==> src/rtl/pzc_reco_pkg.sv <==
// Shared definitions for the PZC energy reconstruction chain:
// matched-filter coefficients, peak-finder state encoding and the
// output FIFO entry layout.
package pzc_reco_pkg;

    // Matched-filter taps, C0 applies to the newest sample.
    localparam int C0 = -512;
    localparam int C1 = 2048;
    localparam int C2 = 4096;
    localparam int C3 = 2048;
    localparam int C4 = -512;

    localparam int RECO_NTAPS    = 5;
    localparam int RECO_ENERGY_W = 13;
    localparam int RECO_BCID_W   = 12;

    typedef enum logic [1:0] {
        IDLE = 2'd0,
        RISE = 2'd1,
        DEAD = 2'd2
    } reco_state_t;

    typedef struct packed {
        logic [RECO_ENERGY_W-1:0] energy;
        logic [RECO_BCID_W-1:0]   bcid;
    } reco_entry_t;

endpackage

==> src/rtl/reco_fifo.sv <==
// First-word-fall-through FIFO with occupancy and sticky overflow flag.
// A push while full is dropped unless a pop happens in the same cycle.
module reco_fifo #(
    parameter int DATA_W = 25,
    parameter int DEPTH  = 4
) (
    input  logic                     clk,
    input  logic                     rst_n,
    input  logic                     push,
    input  logic [DATA_W-1:0]        push_data,
    input  logic                     pop_ready,
    input  logic                     ovf_clear,
    output logic                     out_valid,
    output logic [DATA_W-1:0]        out_data,
    output logic [$clog2(DEPTH):0]   level,
    output logic                     overflow
);

    localparam int AW = $clog2(DEPTH);
    localparam logic [AW:0] FULL_LVL = (AW+1)'(DEPTH);

    logic [DATA_W-1:0] mem_q [DEPTH];
    logic [DATA_W-1:0] mem_d [DEPTH];
    logic [AW-1:0]     wr_ptr_q, wr_ptr_d;
    logic [AW-1:0]     rd_ptr_q, rd_ptr_d;
    logic [AW:0]       level_q, level_d;
    logic              ovf_q, ovf_d;
    logic              empty, full, pop, accept, drop;

    assign empty  = (level_q == '0);
    assign full   = (level_q == FULL_LVL);
    assign pop    = !empty && pop_ready;
    assign accept = push && (!full || pop);
    assign drop   = push && full && !pop;

    // Next-state for storage, pointers, occupancy and the sticky drop flag.
    always_comb begin
        mem_d    = mem_q;
        wr_ptr_d = wr_ptr_q;
        rd_ptr_d = rd_ptr_q;
        level_d  = level_q;
        if (accept) begin
            mem_d[wr_ptr_q] = push_data;
            wr_ptr_d        = wr_ptr_q + AW'(1);
        end
        if (pop) begin
            rd_ptr_d = rd_ptr_q + AW'(1);
        end
        if (accept && !pop) begin
            level_d = level_q + (AW+1)'(1);
        end else if (pop && !accept) begin
            level_d = level_q - (AW+1)'(1);
        end
        // A drop in the same cycle as a clear keeps the flag set.
        if (drop) begin
            ovf_d = 1'b1;
        end else if (ovf_clear) begin
            ovf_d = 1'b0;
        end else begin
            ovf_d = ovf_q;
        end
    end

    // FIFO state registers.
    always_ff @(posedge clk or negedge rst_n) begin
        if (!rst_n) begin
            mem_q    <= '{default: '0};
            wr_ptr_q <= '0;
            rd_ptr_q <= '0;
            level_q  <= '0;
            ovf_q    <= 1'b0;
        end else begin
            mem_q    <= mem_d;
            wr_ptr_q <= wr_ptr_d;
            rd_ptr_q <= rd_ptr_d;
            level_q  <= level_d;
            ovf_q    <= ovf_d;
        end
    end

    assign out_valid = !empty;
    assign out_data  = empty ? '0 : mem_q[rd_ptr_q];
    assign level     = level_q;
    assign overflow  = ovf_q;

endmodule

==> src/rtl/pzc_energy_reco.sv <==
// PZC energy reconstruction: 5-tap matched FIR, scale/saturate,
// peak finder with dead time, BCID tagging and an FWFT output FIFO.
// Optional macro PZC_RECO_BT_GATE_EN: drop detections whose peak sample
// was outside the bunch-train mask (bt_mask_in travels with the tag).
module pzc_energy_reco
    import pzc_reco_pkg::*;
#(
    parameter int NBITS_IN   = 29,
    parameter int NBITS_OUT  = 13,
    parameter int COEF_BITS  = 16,
    parameter int SHIFT_OUT  = 16,
    parameter int THRESH     = 64,
    parameter int DEAD_TIME  = 4,
    parameter int BUNCH_POS  = 3564,
    parameter int BCID_BITS  = 12,
    parameter int FIFO_DEPTH = 4
) (
    input  logic                          clk,
    input  logic                          rst,
    input  logic signed [NBITS_IN-1:0]    in_sample,
    input  logic                          bcr,
    input  logic                          bt_mask_in,
    output logic                          out_valid,
    input  logic                          out_ready,
    output logic [NBITS_OUT-1:0]          out_energy,
    output logic [BCID_BITS-1:0]          out_bcid,
    output logic [$clog2(FIFO_DEPTH):0]   fifo_level,
    output logic                          fifo_overflow,
    input  logic                          ovf_clear
);

    localparam int SUM_W = NBITS_IN + COEF_BITS + 3;
    localparam int CNT_W = $clog2(DEAD_TIME + 2);
    localparam logic signed [SUM_W-1:0] Y_MAX = SUM_W'((2**NBITS_OUT) - 1);
    localparam logic [NBITS_OUT-1:0] THRESH_Y = NBITS_OUT'(THRESH);
    localparam logic [CNT_W-1:0]     DEAD_CNT = CNT_W'(DEAD_TIME);
    localparam logic [BCID_BITS-1:0] BCID_LAST = BCID_BITS'(BUNCH_POS - 1);
    localparam logic signed [COEF_BITS-1:0] COEF [RECO_NTAPS] = '{
        COEF_BITS'(C0), COEF_BITS'(C1), COEF_BITS'(C2), COEF_BITS'(C3), COEF_BITS'(C4)
    };

    logic signed [NBITS_IN-1:0] x_q [RECO_NTAPS];
    logic signed [NBITS_IN-1:0] x_d [RECO_NTAPS];
    logic signed [SUM_W-1:0]    sum_q, sum_d, shifted;
    logic [NBITS_OUT-1:0]       y_q, y_d;
    logic [BCID_BITS-1:0]       bcid_q, bcid_d;
    logic [BCID_BITS-1:0]       tag0_q, tag1_q, ytag_q;
    reco_state_t                state_q, state_d;
    logic [NBITS_OUT-1:0]       peak_q, peak_d;
    logic [BCID_BITS-1:0]       peak_tag_q, peak_tag_d;
    logic [CNT_W-1:0]           cnt_q, cnt_d;
    logic                       detect, push;
    reco_entry_t                push_entry, head;
    logic [$bits(reco_entry_t)-1:0] head_bits;

`ifdef PZC_RECO_BT_GATE_EN
    logic mask0_q, mask1_q, ymask_q, peak_mask_q, peak_mask_d;
`else
    logic unused_bt_mask;
    assign unused_bt_mask = bt_mask_in;
`endif

    // Bunch counter: bcr forces zero, otherwise count modulo BUNCH_POS.
    always_comb begin
        if (bcr) begin
            bcid_d = '0;
        end else if (bcid_q == BCID_LAST) begin
            bcid_d = '0;
        end else begin
            bcid_d = bcid_q + BCID_BITS'(1);
        end
    end

    // Delay line: newest sample in tap 0.
    always_comb begin
        x_d[0] = in_sample;
        for (int unsigned k = 1; k < RECO_NTAPS; k++) begin
            x_d[k] = x_q[k-1];
        end
    end

    // Full-precision matched-filter sum.
    always_comb begin
        sum_d = '0;
        for (int unsigned k = 0; k < RECO_NTAPS; k++) begin
            sum_d = sum_d + SUM_W'(x_q[k]) * SUM_W'(COEF[k]);
        end
    end

    // Scale and clamp into the unsigned energy range.
    always_comb begin
        shifted = sum_q >>> SHIFT_OUT;
        if (shifted[SUM_W-1]) begin
            y_d = '0;
        end else if (shifted > Y_MAX) begin
            y_d = '1;
        end else begin
            y_d = shifted[NBITS_OUT-1:0];
        end
    end

    // Peak finder: first sample not above the running peak emits it.
    always_comb begin
        state_d    = state_q;
        peak_d     = peak_q;
        peak_tag_d = peak_tag_q;
        cnt_d      = cnt_q;
        detect     = 1'b0;
`ifdef PZC_RECO_BT_GATE_EN
        peak_mask_d = peak_mask_q;
`endif
        case (state_q)
            IDLE: begin
                if (y_q >= THRESH_Y) begin
                    state_d    = RISE;
                    peak_d     = y_q;
                    peak_tag_d = ytag_q;
`ifdef PZC_RECO_BT_GATE_EN
                    peak_mask_d = ymask_q;
`endif
                end
            end
            RISE: begin
                if (y_q > peak_q) begin
                    peak_d     = y_q;
                    peak_tag_d = ytag_q;
`ifdef PZC_RECO_BT_GATE_EN
                    peak_mask_d = ymask_q;
`endif
                end else begin
                    detect = 1'b1;
                    if (DEAD_TIME == 0) begin
                        state_d = IDLE;
                    end else begin
                        state_d = DEAD;
                        cnt_d   = DEAD_CNT;
                    end
                end
            end
            DEAD: begin
                if (cnt_q <= CNT_W'(1)) begin
                    state_d = IDLE;
                    cnt_d   = '0;
                end else begin
                    cnt_d = cnt_q - CNT_W'(1);
                end
            end
            default: state_d = IDLE;
        endcase
    end

`ifdef PZC_RECO_BT_GATE_EN
    assign push = detect && peak_mask_q;
`else
    assign push = detect;
`endif

    // Datapath pipeline, tag pipeline and FSM registers.
    always_ff @(posedge clk or negedge rst) begin
        if (!rst) begin
            for (int unsigned k = 0; k < RECO_NTAPS; k++) begin
                x_q[k] <= '0;
            end
            sum_q      <= '0;
            y_q        <= '0;
            bcid_q     <= '0;
            tag0_q     <= '0;
            tag1_q     <= '0;
            ytag_q     <= '0;
            state_q    <= IDLE;
            peak_q     <= '0;
            peak_tag_q <= '0;
            cnt_q      <= '0;
        end else begin
            x_q        <= x_d;
            sum_q      <= sum_d;
            y_q        <= y_d;
            bcid_q     <= bcid_d;
            tag0_q     <= bcid_q;
            tag1_q     <= tag0_q;
            ytag_q     <= tag1_q;
            state_q    <= state_d;
            peak_q     <= peak_d;
            peak_tag_q <= peak_tag_d;
            cnt_q      <= cnt_d;
        end
    end

`ifdef PZC_RECO_BT_GATE_EN
    // Bunch-train mask travels alongside the BCID tag.
    always_ff @(posedge clk or negedge rst) begin
        if (!rst) begin
            mask0_q     <= 1'b0;
            mask1_q     <= 1'b0;
            ymask_q     <= 1'b0;
            peak_mask_q <= 1'b0;
        end else begin
            mask0_q     <= bt_mask_in;
            mask1_q     <= mask0_q;
            ymask_q     <= mask1_q;
            peak_mask_q <= peak_mask_d;
        end
    end
`endif

    assign push_entry = '{energy: RECO_ENERGY_W'(peak_q), bcid: RECO_BCID_W'(peak_tag_q)};

    reco_fifo #(
        .DATA_W ($bits(reco_entry_t)),
        .DEPTH  (FIFO_DEPTH)
    ) u_fifo (
        .clk       (clk),
        .rst_n     (rst),
        .push      (push),
        .push_data (push_entry),
        .pop_ready (out_ready),
        .ovf_clear (ovf_clear),
        .out_valid (out_valid),
        .out_data  (head_bits),
        .level     (fifo_level),
        .overflow  (fifo_overflow)
    );

    assign head       = head_bits;
    assign out_energy = NBITS_OUT'(head.energy);
    assign out_bcid   = BCID_BITS'(head.bcid);

endmodule

==> config.mk <==
export PLATFORM = sky130hd
export DESIGN_NAME = pzc_energy_reco
export DESIGN_NICKNAME = d
export VERILOG_FILES = /design/src/rtl/pzc_reco_pkg.sv /design/src/rtl/reco_fifo.sv /design/src/rtl/pzc_energy_reco.sv
export SDC_FILE = /design/constraint.sdc
export NUM_CORES = 1
export LEC_CHECK = 0
export CAP_MARGIN = 20
export CORE_AREA = 3 3 233 235
export DETAILED_ROUTE_END_ITERATION = 8
export DIE_AREA = 0 0 236 238
export HOLD_SLACK_MARGIN = 0.05
export SYNTH_ARGS = -nofsm -noshare
export SYNTH_HDL_FRONTEND = slang
export SYNTH_HIERARCHICAL = 1
export SYNTH_SLANG_ARGS = --single-unit
==> constraint.sdc <==
create_clock -name clk -period 7.9 [get_ports clk]
set_input_delay 1.58 -clock clk [delete_from_list [all_inputs] [get_ports clk]]
set_output_delay 1.58 -clock clk [all_outputs]
set_load 0.05 [all_outputs]
## After elaboration in Yosys (flattened, before gate mapping)

Cells that the tools add are included.

| word-level totals | value |
|---|---|
| bits of input ports | 35 |
| register bits | 392 |
| output and inout port bits | 30 |

| cells by class | value |
|---|---|
| reduce and logical (&&, ||, !) cells | 21 |
| add/subtract/negate cells | 12 |
| multiplexer cells | 30 |
| bitwise logic cells | 2 |
| order comparisons | 7 |
| eq/ne operators | 8 |

Operators by type and width:

| operator | count |
|---|---|
| $bwmux W100 | 1 |
| $mux W25 | 4 |
| $add A48 B40 Y48 | 2 |
| $neg A29 Y39 | 2 |
| $mux W13 | 4 |
| $bmux W25 S2 | 1 |
| $demux W25 S2 | 1 |
| $add A48 B41 Y48 | 1 |
| $add A48 B48 Y48 | 1 |
| $mux W12 | 4 |
| $gt A32 B14 Y1 const B | 1 |
| $pmux W13 S2 | 1 |
| $pmux W12 S2 | 1 |
| $ge A13 B7 Y1 const B | 1 |
| $gt A13 B13 Y1 | 1 |
| $add A12 B1 Y12 const B | 1 |
| $eq A12 B12 Y1 const B | 1 |
| $mux W3 | 4 |
| $ne A2 B2 Y1 const B | 4 |
| $reduce_bool A2 Y1 | 4 |
| $logic_and A1 B1 Y1 | 7 |
| $ge A3 B3 Y1 const B | 2 |
| $mux W2 | 3 |
| $not A2 Y3 | 2 |
| 17 further kinds | 26 |

## Longest topological paths before layout

| depth | value |
|---|---|
| depth after elaboration | 9 |
| mapped depth | 23 |
| depth with buffers taken out | 21 |

## By module

Netlist, hierarchy kept.

By module, submodules not included:

| module | instances | cells each | area an instance (um^2) |
|---|---|---|---|
| pzc_energy_reco | 1 | 1147 | 13391.6 |
| reco_fifo | 1 | 309 | 4954.8 |

## Least setup slack after synthesis

Ideal clock, no wire load.

| path | value |
|---|---|
| kind | reg-to-reg |
| from | register x_q (netlist bit x_d[94]) |
| to | register sum_q[47] |
| library setup time | 0.134 ns |
| data required time | 7.766 ns |
| clock period less this slack | 5.552 ns |
| stages on the path, launching flop included | 21 |
| buffers on the path | 0 |
| path slack | 2.348 ns |
| arrival time | 5.418 ns |
| cell sequence | dfrtp_1 -> or4_1 -> or3_1 -> or4_4 -> nor4_4 -> nand2_2 -> nor2_2 -> nand2_1 -> xnor2_1 -> fa_1 -> fa_1 -> inv_1 -> ha_1 -> a21oi_1 -> o21ai_0 -> a31oi_1 -> o21ai_0 -> a2111oi_2 -> a21oi_1 -> a21oi_1 -> xnor3_1 |

| on the way | value |
|---|---|
| cells in the longest elaborated chain, start to end | 5 |

Ends and longest elaborated chain:

| item | line | text |
|---|---|---|
| from (decl) | pzc_energy_reco.sv:42 | `logic signed [NBITS_IN-1:0] x_q [RECO_NTAPS];` |
| from (signal, indexed assignment) | pzc_energy_reco.sv:162 | `x_q[k] <= '0;` |
| from (signal assigned) | pzc_energy_reco.sv:175 | `x_q <= x_d;` |
| $neg A29 Y39 (implied by the code) | pzc_energy_reco.sv:86 | `sum_d = sum_d + SUM_W'(x_q[k]) * SUM_W'(COEF[k]);` |
| $add A48 B40 Y48 | pzc_energy_reco.sv:86 |  |
| $add A48 B41 Y48 | pzc_energy_reco.sv:86 |  |
| $add A48 B40 Y48 | pzc_energy_reco.sv:86 |  |
| $add A48 B48 Y48 | pzc_energy_reco.sv:86 |  |
| net sum_d[47] | pzc_energy_reco.sv:44 | `logic signed [SUM_W-1:0] sum_q, sum_d, shifted;` |
| to (signal assigned) | pzc_energy_reco.sv:176 | `sum_q <= sum_d;` |
| to (decl) | pzc_energy_reco.sv:44 |  |

The timed path passes the listed nets, and every way through them passes these cells.
A chain may end at the register's enable or synchronous reset.

## Worst setup path after layout

| path | value |
|---|---|
| from | register x_q (netlist bit x_d[87]) |
| to | register sum_q[47] |

The elaborated chain is that of the path after synthesis.

==> results.md <==
- Most common cell after layout, fill and taps aside: dfrtp_1
- Xor/xnor cell area share of the yosys netlist: around 4.9%
- Rows: 84
- Area of the multi-input gates: between 7000 and 8000 um2
- Synth Area in Compound Gates: 3.69%
- Vias/cell: 4.51
- Fin. Hold Viols: 0
- Buf/Inv on CP: 1
- RePlAce Congestion: 0.778
- DR pass1 iterations: 4
- Clk pwr share: 26.9%
- Slew margin rel.: between 20 and 30%
- Combinational fraction of design power: a little under two fifths
- Critical path's top delay family: simple AND/OR/NAND/NOR gates
- Post-synth EDFFs: 0
- Top_reg_cell synth: dfrtp_1
- Final setup violating endpoints: 0
- Crit path max fanout: 6
- Synth warnings: 6
- Area grow syn2layout: 15.8%
- CTS sink count: between 300 and 400
- Critical path's slowest cell: or4_1
- DRC errors left: 0
- Worst hold margin: about 350 ps
- Post-CTS setup buffers: 0
- Syn Area/Cell: 12.6 um2
- TritonCTS clock tree: done
- CP peak stage delay: between 500 and 600 ps
- Share of the synthesized area in the top cell type: between 50% and 60%
- Worst path cell trace: or4_1 > or3_1 > or4_4 > nor4_4 > nand2_2 > nor2_2 > nand2_1 > xnor2_1 > fa_1 > fa_1 > inv_1 > ha_1 > a21oi_1 > o21ai_0 > a31oi_1 > o21ai_0 > a2111oi_2 > a21oi_1 > a21oi_1 > xnor3_1
- Clk_lat worst skew: roughly 550 ps
- Status: complete, no violations
- Adder-Cell Fraction of Synth Area: between 10% and 20%
- Minimum clock period: 6440 ps
- Initial antenna violation count: 0
- 1st-iter DRT viols: 452
- Setup tns final: 0 ps
- Part of the power in registers: a little over a third
- FF+latch area: 9410 um2
- Asr flop ratio synth: 100%
- Post-Synthesis Cells: around 1500
- Largest family of logic cells by synthesized area: adder cells
- Top cells by area, synth: dfrtp_1 (51%), fa_1 (11%), mux2_2 (7.8%), inv_1 (6.1%), ha_1 (4.0%)
- Slew Limit Fails: 0
- Synthesized Nets: between 1500 and 2000
- DIE HEIGHT: 238 um
- Total Routed Length: approximately 32 mm
- Most frequent cells in the layout: dfrtp_1 (376), inv_1 (296), mux2_2 (127)
- Hpwl dp: between 20 and 25 mm
- Startpoint types: flop
- Mapped Area: approximately 18000 um2
- All-Layer GR Usage: between 10% and 20%
- Unrepaired setup endpoints after global routing: no
- Synth Area in Simple Gates: ~7.1%
- Fraction of layout cells with a size suffix above 1: between 15 and 20%
- Internal: around 5.0 mW
- Clock transition at path regs: approximately 60 ps
- Hold_buf cts: 0
- #FFs+latches synth: roughly 380
- Critical path class: reg -> reg
- Cell variety after synth: between 60 and 70
- First-pass GRT wire length: 56.1 mm
- Die W: ~240 um
- Vias: 10208
- Fillers: a little under 5000
- WL per Instance: roughly 14 um
- Total CTS buffers: 42
- Clk_skew: roughly 15 ps
- Initial Util: a little over a third
- Maximum clock frequency: roughly 160 MHz
- Total die area: about 56000 um2
- Clk root buf: clkbuf_16
- Fin crit share: about four fifths
- Proportion of synthesized chip area in sequential cells: 51.3%
- Clk buf depth: 3
- CP required: 8330 ps
- Largest net degree at the start of global routing: around 180
- Arr. time, crit path: ~6900 ps
- Antenna cell count: 0
- Leakage: around 10 nW
- Pwr/cell area: 360 nW/um2
- MaxCap Viol Count: 0
- Layout Nets: 1736
- Max rail drop VDD: 163 uV
- ANT nets after route: 0
- Total gr overflow: 0
- Ports: between 60 and 70
- Psw: between 2 and 3 mW
- Core region area: ~52000 um2
- Multiplexer area fraction after synthesis: between 10% and 20%
- Worst path most repeated cell: a21oi_1
- # resized after CTS: 0
- Worst-margin pin slew: between 1000 and 1500 ps
- Crit. End Element: flop
- H-tree levels: 2
- Most area-hungry cell type in the Yosys netlist: dfrtp_1
- Number of global-route vias before repair: about 11000
- Worst hold-check path type: reg -> reg
- Switch share: 35.0%
- PortBufs: 63
[metal layers]
metal	vias to the layer above	routed length [um]	GRT usage (%)
met5	-	0	0
met4	0	763	3.72
met3	50	935	2.01
met2	104	15100	19.4
met1	5216	15500	16.7
li1	4838	-	-
[final cells by class]
cell class	count	share of cell area (%)
sequential	376	44.3
tap	688	4.05
clock buffer	58	5.65
multi-input combinational	755	36.1
clock inverter	19	1.30
inverter	296	5.23
timing repair buffer	70	3.39
[power groups by stage]
stage	Combinational [mW]	Sequential, mW	Clock [mW]
6_report	2.93	2.66	2.06
5_1_grt	3.27	2.72	2.20
4_1_cts	2.99	2.66	2.13
3_5_place_dp	2.98	2.70	0
3_3_place_gp	2.93	2.67	0
2_1_floorplan	2.29	2.60	0
[stage by stage]
stage | setup WS [ps] | std cells | area, um2 | utilization, % | power [mW]
floorplan | 2350 | 1456 | 18300 | - | 4.89
global placement | 1500 | 2183 | 19700 | 37.6 | 5.60
detailed placement | 1490 | 2183 | 19700 | 37.6 | 5.67
CTS | 1430 | 2260 | 21200 | 40.5 | 7.78
global route | 960 | 2262 | 21300 | 40.5 | 8.19
finish | 1460 | 2262 | 21300 | 40.5 | 7.65
[cell families (layout without fill, tap and decap cells)]
family	count (synthesis)	in the layout
AOI/OAI and AO/OA	107	107
xor gates and xnor gates	101	101
adders and majority gates	160	160
buffers and inverters	325	443
DFF	376	376
muxes	152	152
and+or+nand+nor	235	235
[final timing paths]
check	startpoint	end	slack, ps	cells past startpoint
worst max-delay path	x_d[87]$_DFF_PN0_	sum_q[47]$_DFF_PN0_	1460	20
worst min-delay path	tag1_q[8]$_DFF_PN0_	ytag_q[8]$_DFF_PN0_	350	0
worst max register to register	x_d[87]$_DFF_PN0_	sum_q[47]$_DFF_PN0_	1460	20
worst min register to register	tag1_q[8]$_DFF_PN0_	ytag_q[8]$_DFF_PN0_	350	0
max in group asynchronous	rst	x_d[83]$_DFF_PN0_	5260	2
min in group asynchronous	rst	u_fifo/mem_q[92]$_DFFE_PN0P_	1110	1
[Yosys cell counts (5+ instances only)]
master	count
fa_1	102
or3_1	6
nand4_1	9
nor2b_1	9
or4_1	6
or2_2	5
ha_1	58
mux4_2	25
xnor2_1	52
nor4_1	17
nor2_1	52
dfrtp_1	376
nand3_1	12
inv_1	296
a21oi_1	41
buf_6	8
o21ai_0	18
o21a_1	6
nor2_2	5
nor3_1	20
and2_1	27
a21o_1	17
mux2_2	127
nand2_1	39
xor2_1	48
clkbuf_1	14
[registers in the layout (all words and copies together) (netlist names), 13 cells and up]
signal,cells
peak_q,13
sum_q,32
u_fifo/mem_q,100
x_d,116
x_q,29
y_q,13
No activity file was read; power rests on OpenSTA's default activity.
